## src/rtl/fp_rf_pkg.sv

```systemverilog
`default_nettype none
// +----------------------------------------------------------------------+
// | Module      : fp_rf_pkg                                              |
// | Description : Shared types and encodings for the FP register file,   |
// |               its busy-bit scoreboard and the fcsr state.            |
// | Revision    : 1.0 - initial release                                  |
// +----------------------------------------------------------------------+
package fp_rf_pkg;

  // CSR selector for the fcsr sub-fields
  typedef enum logic [1:0] {
    CSR_FFLAGS = 2'd0,
    CSR_FRM    = 2'd1,
    CSR_FCSR   = 2'd2,
    CSR_RSVD   = 2'd3
  } csr_sel_e;

  // Accrued exception flags, {NV,DZ,OF,UF,NX}
  typedef logic [4:0] flags_t;

  localparam int FLAG_NV = 4;
  localparam int FLAG_DZ = 3;
  localparam int FLAG_OF = 2;
  localparam int FLAG_UF = 1;
  localparam int FLAG_NX = 0;

  // Rounding-mode encodings
  localparam logic [2:0] FRM_RNE = 3'd0;
  localparam logic [2:0] FRM_RTZ = 3'd1;
  localparam logic [2:0] FRM_RDN = 3'd2;
  localparam logic [2:0] FRM_RUP = 3'd3;
  localparam logic [2:0] FRM_RMM = 3'd4;
  localparam logic [2:0] FRM_DYN = 3'd7;

  // Encodings 5..7 are not valid as a stored rounding mode (DYN is only
  // meaningful in an instruction's rm field), so decode must trap on them.
  function automatic logic frm_is_illegal(input logic [2:0] mode);
    return (mode > FRM_RMM);
  endfunction

endpackage
`default_nettype wire

```

## src/rtl/fp_scoreboard.sv

```systemverilog
`default_nettype none
// +----------------------------------------------------------------------+
// | Module      : fp_scoreboard                                          |
// | Description : Busy-bit vector for in-flight FP destinations, with    |
// |               set-over-clear priority and the issue hazard check.    |
// | Revision    : 1.0 - initial release                                  |
// +----------------------------------------------------------------------+
module fp_scoreboard
  import fp_rf_pkg::*;
#(
  parameter int NREGS  = 32,
  parameter int NREAD  = 3,
  parameter int ADDR_W = 5
) (
  input  logic                    clk,
  input  logic                    n_rst,
  input  logic [NREAD*ADDR_W-1:0] rd_addr,
  input  logic                    issue_valid,
  input  logic [NREAD-1:0]        issue_use,
  input  logic [ADDR_W-1:0]       issue_rd,
  input  logic                    clr_valid,
  input  logic [ADDR_W-1:0]       clr_rd,
  output logic                    issue_ready
);

  logic [NREGS-1:0] busy;
  logic [NREGS-1:0] clr_mask;
  logic [NREGS-1:0] set_mask;
  logic [NREGS-1:0] busy_eff;

  // A register being written back this cycle already counts as free
  always_comb begin
    clr_mask = '0;
    if (clr_valid) clr_mask[clr_rd] = 1'b1;
    busy_eff = busy & ~clr_mask;
  end

  // Hazard check on the destination and every used source operand
  always_comb begin
    issue_ready = !busy_eff[issue_rd];
    for (int i = 0; i < NREAD; i++) begin
      if (issue_use[i] && busy_eff[rd_addr[i*ADDR_W +: ADDR_W]]) issue_ready = 1'b0;
    end
  end

  // Accepted issue marks its destination busy
  always_comb begin
    set_mask = '0;
    if (issue_valid && issue_ready) set_mask[issue_rd] = 1'b1;
  end

  // Busy vector update; set is applied after clear so set wins
  always_ff @(posedge clk or negedge n_rst) begin
    if (!n_rst) busy <= '0;
    else        busy <= busy_eff | set_mask;
  end

endmodule
`default_nettype wire

```

## src/rtl/fp_regfile_scoreboard.sv

```systemverilog
`default_nettype none
// +----------------------------------------------------------------------+
// | Module      : fp_regfile_scoreboard                                  |
// | Description : Multi-port FP register file with write bypass, busy    |
// |               scoreboard, load-over-FPU writeback arbitration and    |
// |               the fcsr (frm + sticky fflags) state.                  |
// | Revision    : 1.0 - initial release                                  |
// +----------------------------------------------------------------------+
module fp_regfile_scoreboard
  import fp_rf_pkg::*;
#(
  parameter  int DATA_W = 32,
  parameter  int NREGS  = 32,
  parameter  int NREAD  = 3,
  localparam int ADDR_W = $clog2(NREGS)
) (
  input  logic                    clk,
  input  logic                    n_rst,
  input  logic [NREAD*ADDR_W-1:0] rd_addr,
  output logic [NREAD*DATA_W-1:0] rd_data,
  input  logic                    issue_valid,
  input  logic [NREAD-1:0]        issue_use,
  input  logic [ADDR_W-1:0]       issue_rd,
  output logic                    issue_ready,
  input  logic                    fpu_wb_valid,
  input  logic [ADDR_W-1:0]       fpu_wb_rd,
  input  logic [DATA_W-1:0]       fpu_wb_data,
  input  logic [4:0]              fpu_wb_flags,
  output logic                    fpu_wb_ready,
  input  logic                    ld_wb_valid,
  input  logic [ADDR_W-1:0]       ld_wb_rd,
  input  logic [DATA_W-1:0]       ld_wb_data,
  input  logic                    csr_we,
  input  logic [1:0]              csr_sel,
  input  logic [7:0]              csr_wdata,
  output logic [7:0]              csr_rdata,
  output logic [2:0]              frm,
  output logic                    frm_illegal,
  output logic [4:0]              fflags
);

  logic [DATA_W-1:0] regs [NREGS];
  logic              wb_valid;
  logic [ADDR_W-1:0] wb_rd;
  logic [DATA_W-1:0] wb_data;
  logic              fpu_accept;
  flags_t            fflags_next;
  logic [2:0]        frm_next;
  csr_sel_e          sel;

  // Load path always wins; the FPU stalls while a load writes back
  always_comb begin
    fpu_wb_ready = !ld_wb_valid;
    fpu_accept   = fpu_wb_valid && !ld_wb_valid;
    wb_valid     = ld_wb_valid || fpu_wb_valid;
    wb_rd        = ld_wb_valid ? ld_wb_rd   : fpu_wb_rd;
    wb_data      = ld_wb_valid ? ld_wb_data : fpu_wb_data;
  end

  // Combinational read ports with bypass of the winning writeback
  for (genvar i = 0; i < NREAD; i++) begin : g_read
    logic [ADDR_W-1:0] addr;
    assign addr = rd_addr[i*ADDR_W +: ADDR_W];
    assign rd_data[i*DATA_W +: DATA_W] = (wb_valid && (wb_rd == addr)) ? wb_data : regs[addr];
  end

  // Register storage: at most one write per cycle
  always_ff @(posedge clk or negedge n_rst) begin
    if (!n_rst) begin
      for (int r = 0; r < NREGS; r++) regs[r] <= '0;
    end else if (wb_valid) begin
      regs[wb_rd] <= wb_data;
    end
  end

  fp_scoreboard #(
    .NREGS (NREGS),
    .NREAD (NREAD),
    .ADDR_W(ADDR_W)
  ) u_scoreboard (
    .clk        (clk),
    .n_rst      (n_rst),
    .rd_addr    (rd_addr),
    .issue_valid(issue_valid),
    .issue_use  (issue_use),
    .issue_rd   (issue_rd),
    .clr_valid  (wb_valid),
    .clr_rd     (wb_rd),
    .issue_ready(issue_ready)
  );

  assign sel = csr_sel_e'(csr_sel);

  // Next fcsr state: CSR write first, then accepted FPU flags OR'd on top
  // so a simultaneous fflags write never loses exception flags
  always_comb begin
    fflags_next = fflags;
    frm_next    = frm;
    if (csr_we) begin
      case (sel)
        CSR_FFLAGS: fflags_next = csr_wdata[4:0];
        CSR_FRM:    frm_next    = csr_wdata[2:0];
        CSR_FCSR: begin
          fflags_next = csr_wdata[4:0];
          frm_next    = csr_wdata[7:5];
        end
        default: ;
      endcase
    end
    if (fpu_accept) fflags_next = fflags_next | fpu_wb_flags;
  end

  // fcsr state registers
  always_ff @(posedge clk or negedge n_rst) begin
    if (!n_rst) begin
      fflags <= '0;
      frm    <= '0;
    end else begin
      fflags <= fflags_next;
      frm    <= frm_next;
    end
  end

  // CSR read returns the pre-write values
  always_comb begin
    csr_rdata = '0;
    case (sel)
      CSR_FFLAGS: csr_rdata = {3'b000, fflags};
      CSR_FRM:    csr_rdata = {5'b00000, frm};
      CSR_FCSR:   csr_rdata = {frm, fflags};
      default:    csr_rdata = '0;
    endcase
  end

  assign frm_illegal = frm_is_illegal(frm);

endmodule
`default_nettype wire
```

## config.mk

```make
export PLATFORM = sky130hd
export DESIGN_NAME = fp_regfile_scoreboard
export DESIGN_NICKNAME = d
export VERILOG_FILES = /design/src/rtl/fp_rf_pkg.sv /design/src/rtl/fp_scoreboard.sv /design/src/rtl/fp_regfile_scoreboard.sv
export SDC_FILE = /design/constraint.sdc
export NUM_CORES = 2
export LEC_CHECK = 0
export ABC_AREA = 0
export CORE_AREA = 2 2 371 447
export DETAILED_ROUTE_END_ITERATION = 10
export DIE_AREA = 0 0 373 449
export MAX_ROUTING_LAYER = met4
export PLACE_DENSITY = 0.61
export SYNTH_ARGS = -nofsm -noshare
export SYNTH_HDL_FRONTEND = slang
export SYNTH_HIERARCHICAL = 1
export SYNTH_SLANG_ARGS = --single-unit
```

## constraint.sdc

```tcl
create_clock -name clk -period 6.7 [get_ports clk]
set_input_delay 1.005 -clock clk [delete_from_list [all_inputs] [get_ports clk]]
set_output_delay 1.005 -clock clk [all_outputs]
set_load 0.02 [all_outputs]
```

### Yosys cells after proc, flatten, opt, wreduce, memory -nomap -nowiden

Cells that the tools add are included.

| word-level totals | value |
|---|---|
| RAM bits | 0 |
| register bits | 1064 |
| latch bits | 0 |
| memories kept | 0 |
| logic and storage cells | 118 |
| ROM bits | 0 |
| input bits | 118 |

| operators by class | value |
|---|---|
| div/mod/pow operators | 0 |
| reductions and logical operators | 18 |
| order comparisons | 13 |
| multipliers | 0 |
| shift-type cells | 0 |
| mux-type cells | 39 |
| bitwise operators | 8 |
| add/subtract/negate cells | 0 |
| equal/unequal tests | 5 |

Operators by type and width:

| kind | number |
|---|---|
| $bwmux 1024 | 1 |
| $bmux 32 s5 | 3 |
| $mux 32 | 13 |
| $demux 32 s5 | 1 |
| $and 32x32->32 | 1 |
| $not 32->32 | 1 |
| $or 32x32->32 | 1 |
| $lt 5x6->1 const B | 5 |
| $ge 6x6->1 const B | 4 |
| $not 5->6 | 4 |
| $pmux 8 s3 | 1 |
| $bmux 1 s5 | 4 |
| $mux 5 | 4 |
| $eq 5x5->1 | 3 |
| $logic_and 1x1->1 | 11 |
| $demux 1 s5 | 2 |
| $ge 5x1->1 const B | 2 |
| $mux 1 | 9 |
| $lt 6x1->1 const B | 1 |
| $pmux 3 s2 | 1 |
| $or 5x5->5 | 1 |
| $gt 3x3->1 const B | 1 |
| $eq 2x1->1 const B | 1 |
| $eq 2x2->1 const B | 1 |
| other kinds (6) | 7 |

### Longest topological paths before layout

| depth | value |
|---|---|
| depth in word-level cells | 17 |
| depth in mapped cells | 13 |

### By module

The synthesis kept the hierarchy.

By module, submodules not included:

| module | area each (µm²) | instances | cells an instance | seq. area each (µm²) |
|---|---|---|---|---|
| fp_regfile_scoreboard | 61956.9 | 1 | 5436 | 25824.8 |
| fp_scoreboard | 2920.3 | 1 | 338 | 800.8 |

### Worst setup path before layout

Ideal clock, no wire load.

| timing path | value |
|---|---|
| path type | input to output |
| start point | input port ld_wb_valid |
| end point | output port issue_ready |
| setup slack | 1.538 ns |
| data required time | 5.695 ns |
| buffers on the path | 3 |
| arrival | 4.157 ns |
| cell stages on the path | 13 |
| cell sequence | buf_4 -> mux2i_2 -> inv_1 -> or4b_1 -> buf_2 -> o21ai_2 -> nor4_1 -> or4_1 -> or4_1 -> o221ai_2 -> o311ai_2 -> buf_2 -> nor2_1 |

| between the ends | value |
|---|---|
| longest elaborated chain between the ends | 14 |

Ends and longest elaborated chain:

| element | RTL line | text |
|---|---|---|
| start: declaration | fp_regfile_scoreboard.sv:30 | `input logic ld_wb_valid,` |
| $mux 5 (*) | fp_regfile_scoreboard.sv:56 | `wb_rd = ld_wb_valid ? ld_wb_rd : fpu_wb_rd;` |
| via wb_rd[4] | fp_regfile_scoreboard.sv:44 | `logic [ADDR_W-1:0] wb_rd;` |
| $lt 5x6->1 (implied by the code) or $ge 5x1->1 (tied branches) | fp_scoreboard.sv:34 | `if (clr_valid) clr_mask[clr_rd] = 1'b1;` |
| $logic_and 1x1->1 (implied by the code) | fp_scoreboard.sv:34 |  |
| $mux 1 (implied by the code) | fp_scoreboard.sv:34 |  |
| $demux 1 s5 (*) | - |  |
| $mux 32 (*) | fp_scoreboard.sv:34 |  |
| $not 32->32 (*) | fp_scoreboard.sv:35 | `busy_eff = busy & ~clr_mask;` |
| $and 32x32->32 (*) | fp_scoreboard.sv:35 |  |
| $bmux 1 s5, on equally long branches | fp_scoreboard.sv:40, fp_scoreboard.sv:42 |  |
| $mux 1, on equally long branches | fp_scoreboard.sv:40, fp_scoreboard.sv:42 |  |
| $logic_not 1->1 or $logic_and 1x1->1 (tied branches) | fp_scoreboard.sv:40, fp_scoreboard.sv:42 |  |
| $mux 1 (2 in series) | fp_scoreboard.sv:42 | `if (issue_use[i] && busy_eff[rd_addr[i*ADDR_W +: ADDR_W]]) issue_ready = 1'b0;` |
| $mux 1 (*) | fp_scoreboard.sv:42 |  |
| end: declaration | fp_regfile_scoreboard.sv:24 | `output logic issue_ready,` |

The timed path passes the listed nets; every way through them passes the cells marked *. The select of a mux whose other input is x is not followed.

### Worst setup path in the final report

| timing path | value |
|---|---|
| start point | input port fpu_wb_rd[1] |
| end point | output port issue_ready |

| between the ends | value |
|---|---|
| longest elaborated chain between the ends | 14 |

Ends and longest elaborated chain:

| element | RTL line | text |
|---|---|---|
| start: declaration | fp_regfile_scoreboard.sv:26 | `input logic [ADDR_W-1:0] fpu_wb_rd,` |
| $mux 5 (*) | fp_regfile_scoreboard.sv:56 |  |
| via wb_rd[1] | fp_regfile_scoreboard.sv:44 |  |
| $lt 5x6->1 (implied by the code) or $ge 5x1->1 (tied branches) | fp_scoreboard.sv:34 |  |
| $logic_and 1x1->1 (implied by the code) | fp_scoreboard.sv:34 |  |
| $mux 1 (implied by the code) | fp_scoreboard.sv:34 |  |
| $demux 1 s5 (*) | - |  |
| $mux 32 (*) | fp_scoreboard.sv:34 |  |
| $not 32->32 (*) | fp_scoreboard.sv:35 |  |
| $and 32x32->32 (*) | fp_scoreboard.sv:35 |  |
| $bmux 1 s5, on equally long branches | fp_scoreboard.sv:40, fp_scoreboard.sv:42 |  |
| $mux 1, on equally long branches | fp_scoreboard.sv:40, fp_scoreboard.sv:42 |  |
| $logic_not 1->1 or $logic_and 1x1->1 (tied branches) | fp_scoreboard.sv:40, fp_scoreboard.sv:42 |  |
| $mux 1 (2 in series) | fp_scoreboard.sv:42 |  |
| $mux 1 (*) | fp_scoreboard.sv:42 |  |

Marked as above.

==> metrics.csv <==
stage,metric,value,unit
sta,tns,0,ns
clock_network,cts_buffers,109,
sta,finalMaxSlewViolations,0,
synthesis,ys_top_cells_by_count,"1064 x dfrtp_1, 763 x mux4_2, 671 x nand2_1",
floorplan,dieHeight,449,um
floorplan,die_w,373,um
cells_and_area,layout-drive-gt1-share,22.2,%
cells_and_area,multi_input_area,36000,um2
placed_design,hpwl,150,mm
flow_run,cap_viol_max_count,0,
clock_network,h-tree-depth,3,
sta,period_minus_slack,6.39,ns
cells_and_area,fin_nets,5818,
sta,max_freq,0.157,GHz
clock_network,clk_latency,0.76,ns
power_and_ir_drop,pwr-share-clk,26.6,%
clock_network,cts-root-buf,clkbuf_16,
worst_setup_path,crit_type,input pin to output port,
power_and_ir_drop,p_leak,29.6,nW
worst_setup_path,cpMostUsedCell,clkdlybuf4s50_1,
clock_network,post_cts_buffers,0,
grt,grt_pass1_wl,359,mm
worst_setup_path,cp.required,5.69,ns
drt,drt-pass1-iter-count,7,
synthesis,yosys.area.top_type,dfrtp_1,
worst_setup_path,path_cells,clkdlybuf4s50_1 > mux2i_4 > inv_1 > or4b_1 > o21ai_0 > o41ai_1 > or4_1 > o221ai_2 > o311ai_4 > nor2_1 > clkdlybuf4s50_1,
drt,drc,0,
run_status,status,finished clean,
drt,vias,51870,
floorplan,rows,163,
clock_network,clockBufferDepth,3,
drt,drtAntennaViolNets,0,
clock_network,cts_hold_buf,0,
synthesis,synth_edf_count,0,
synthesis,yosysUniqueCellTypes,80,
placed_design,port_buffers,232,
worst_setup_path,worst-endpoint-arrival,5.38,ns
synthesis,netlist_top_cells_area,"dfrtp_1 41%, mux4_2 26%, mux2i_1 5.0%, a21oi_1 4.0%, nand2_1 3.9%",
placed_design,gp_congestion,0.940,
grt,grt_pass1_vias,51495,
floorplan,core,163000,um2
cells_and_area,fillers,14762,
clock_network,cts.sinks,1064,
drt,detail_route.vias_per_cell,6.54,
grt,grt_antenna_before_repair,9,
power_and_ir_drop,switching_share,33.5,%
sta,setup_violations,0,
synthesis,async_reset_ff_share,100,%
power_and_ir_drop,power_density,333,nW/um2
drt,wire_per_inst,31.1,um
grt,grt_max_degree,165,
synthesis,ys_warn_count,6,
power_and_ir_drop,seq_power_share,42.5,%
cells_and_area,syn_to_final_growth,12.6,%
synthesis,synth_top_area_share,41.0,%
power_and_ir_drop,ir_drop,0.250,mV
synthesis,syn_area,64900,um2
clock_network,cts_tree,done,
synthesis,ys_seq_area_share,41.0,%
sta,worst_clock_skew,0.0240,ns
power_and_ir_drop,combPwrFrac,31.0,%
sta,fin_crit_sh,95.3,%
synthesis,synth_seq_cells,1064,
power_and_ir_drop,p_sw,8.15,mW
worst_setup_path,worst_setup_path_start_kind,input pin,
synthesis,avgSynthCellArea,11.2,um2
floorplan,start_util,39.7,%
sta,maxSlewHeadroom,19.1,%
worst_hold_path,hp-class,input pin to async pin,
clock_network,post_cts_resized,0,
clock_network,clkTransAtPathRegs,0.07,ns
sta,rsz0062_at_grt,no,
synthesis,syn_inst,5774,
synthesis,syn_nets,5896,
drt,routed_wl,247,mm
sta,holdWs,0.320,ns
synthesis,synth.most_common_cell,dfrtp_1,
floorplan,die-area,167000,um2
worst_setup_path,end_kind,output port,
power_and_ir_drop,p_int,16.2,mW
worst_setup_path,cp_slowest_stage_delay,0.75,ns
sta,hold_viol_final,0,
worst_setup_path,crit_path_start,fpu_wb_rd[1],
worst_setup_path,cp_slowest_cell,or4b_1,
power_and_ir_drop,power.total,24.3,mW
cells_and_area,seq_area,26600,um2
floorplan,io_pins,233,
worst_setup_path,r2r-start,u_scoreboard/busy[14],
sta,worstMarginPinSlew,1.21,ns
worst_setup_path,crit_fanout,8,
grt,gr-total-overflow,0,
grt,grt_usage,30.1,%
synthesis,synth-main-ff-cell,dfrtp_1,
drt,first_iter_violations,6254,
[path summary, 6_finish.rpt]
kind / cells after the start / slack (ns) / end
min in group clk: 2 / 0.52 / regs[976]
max in group asynchronous: 2 / 4.81 / regs[937]
setup reg to reg: 8 / 3.75 / u_scoreboard/busy[15]
hold / removal: 1 / 0.32 / regs[464]
setup / recovery: 11 / 0.31 / issue_ready
hold reg to reg: 2 / 0.52 / regs[976]
[kinds of logic after synthesis]
kind of cell | Yosys count | synth area share [%]
simple gates | 1459 | 9.25
compound gates | 1489 | 13.0
flops | 1064 | 41.0
buf+inv | 622 | 4.29
fa+ha+maj | 4 | 0.0771
mux | 1118 | 32.1
xor+xnor | 18 | 0.243
[registers in the layout (all words and copies together), names as in the netlist]
name               cells
frm                    3
u_scoreboard/busy     32
fflags                 5
regs                1024
[power groups by stage]
stage	clock network [mW]	registers (mW)	logic [mW]
2_1_floorplan	0	9.70	5.62
3_3_place_gp	0	10.2	7.32
3_5_place_dp	0	10.3	7.49
4_1_cts	6.53	10.2	7.51
5_1_grt	6.77	10.6	8.15
6_report	6.46	10.3	7.52
[cells in the final DEF (no fill, tap or decap), drive strengths merged, types with 10 or more instances in the layout]
cell type         n
a211oi           36
a21oi           528
a22oi            66
buf             195
clkbuf          157
clkdlybuf4s50   219
clkinv           25
dfrtp          1064
diode            10
inv              20
mux2             25
mux2i           330
mux4            763
nand2           671
nand2b           14
nand3            16
nand3b           15
nor2            638
nor2b            22
o211ai           10
o21ai           559
o22ai           204
o41ai            35
or3              13
or3b             11
xnor2            15
[routing by layer]
| metal | up-vias | share of wire, % | track usage [%] |
|---|---|---|---|
| met5 | - | 0 | - |
| li1 | 21570 | - | - |
| met3 | 825 | 9.2 | 5.84 |
| met1 | 26292 | 36 | 35.8 |
| met2 | 3183 | 47 | 46.6 |
| met4 | 0 | 7.4 | 19.9 |
[worst max-delay path: cells and delay by family]
kind / cells / cell delay, ns
AND/OR/NAND/NOR: 3 / 1.57
multiplexers: 1 / 0.28
AO/OA/AOI/OAI: 4 / 1.12
buffers and inverters: 3 / 1.39
[final cells by class]
type	count	area share [%]
multi-input cells	4088	49.3
flip-flops and latches	1064	36.4
repair buffers	414	5.41
clock buffers	157	4.41
well taps	2145	3.67
clock inverters	39	0.688
inverters	19	0.0976
diodes	10	0.0342
[per-stage QoR]
stage	area (um2)	utilization, %	instances	setup slack (ns)
floorplan	64900	-	5774	1.54
global placement	69300	42.4	7730	0.379
detailed placement	69300	42.4	7730	0.407
CTS	73100	44.7	7926	0.382
global route	73100	44.7	7933	0.229
finish	73100	44.7	7936	0.313
No activity file was read; power rests on OpenSTA's default activity.
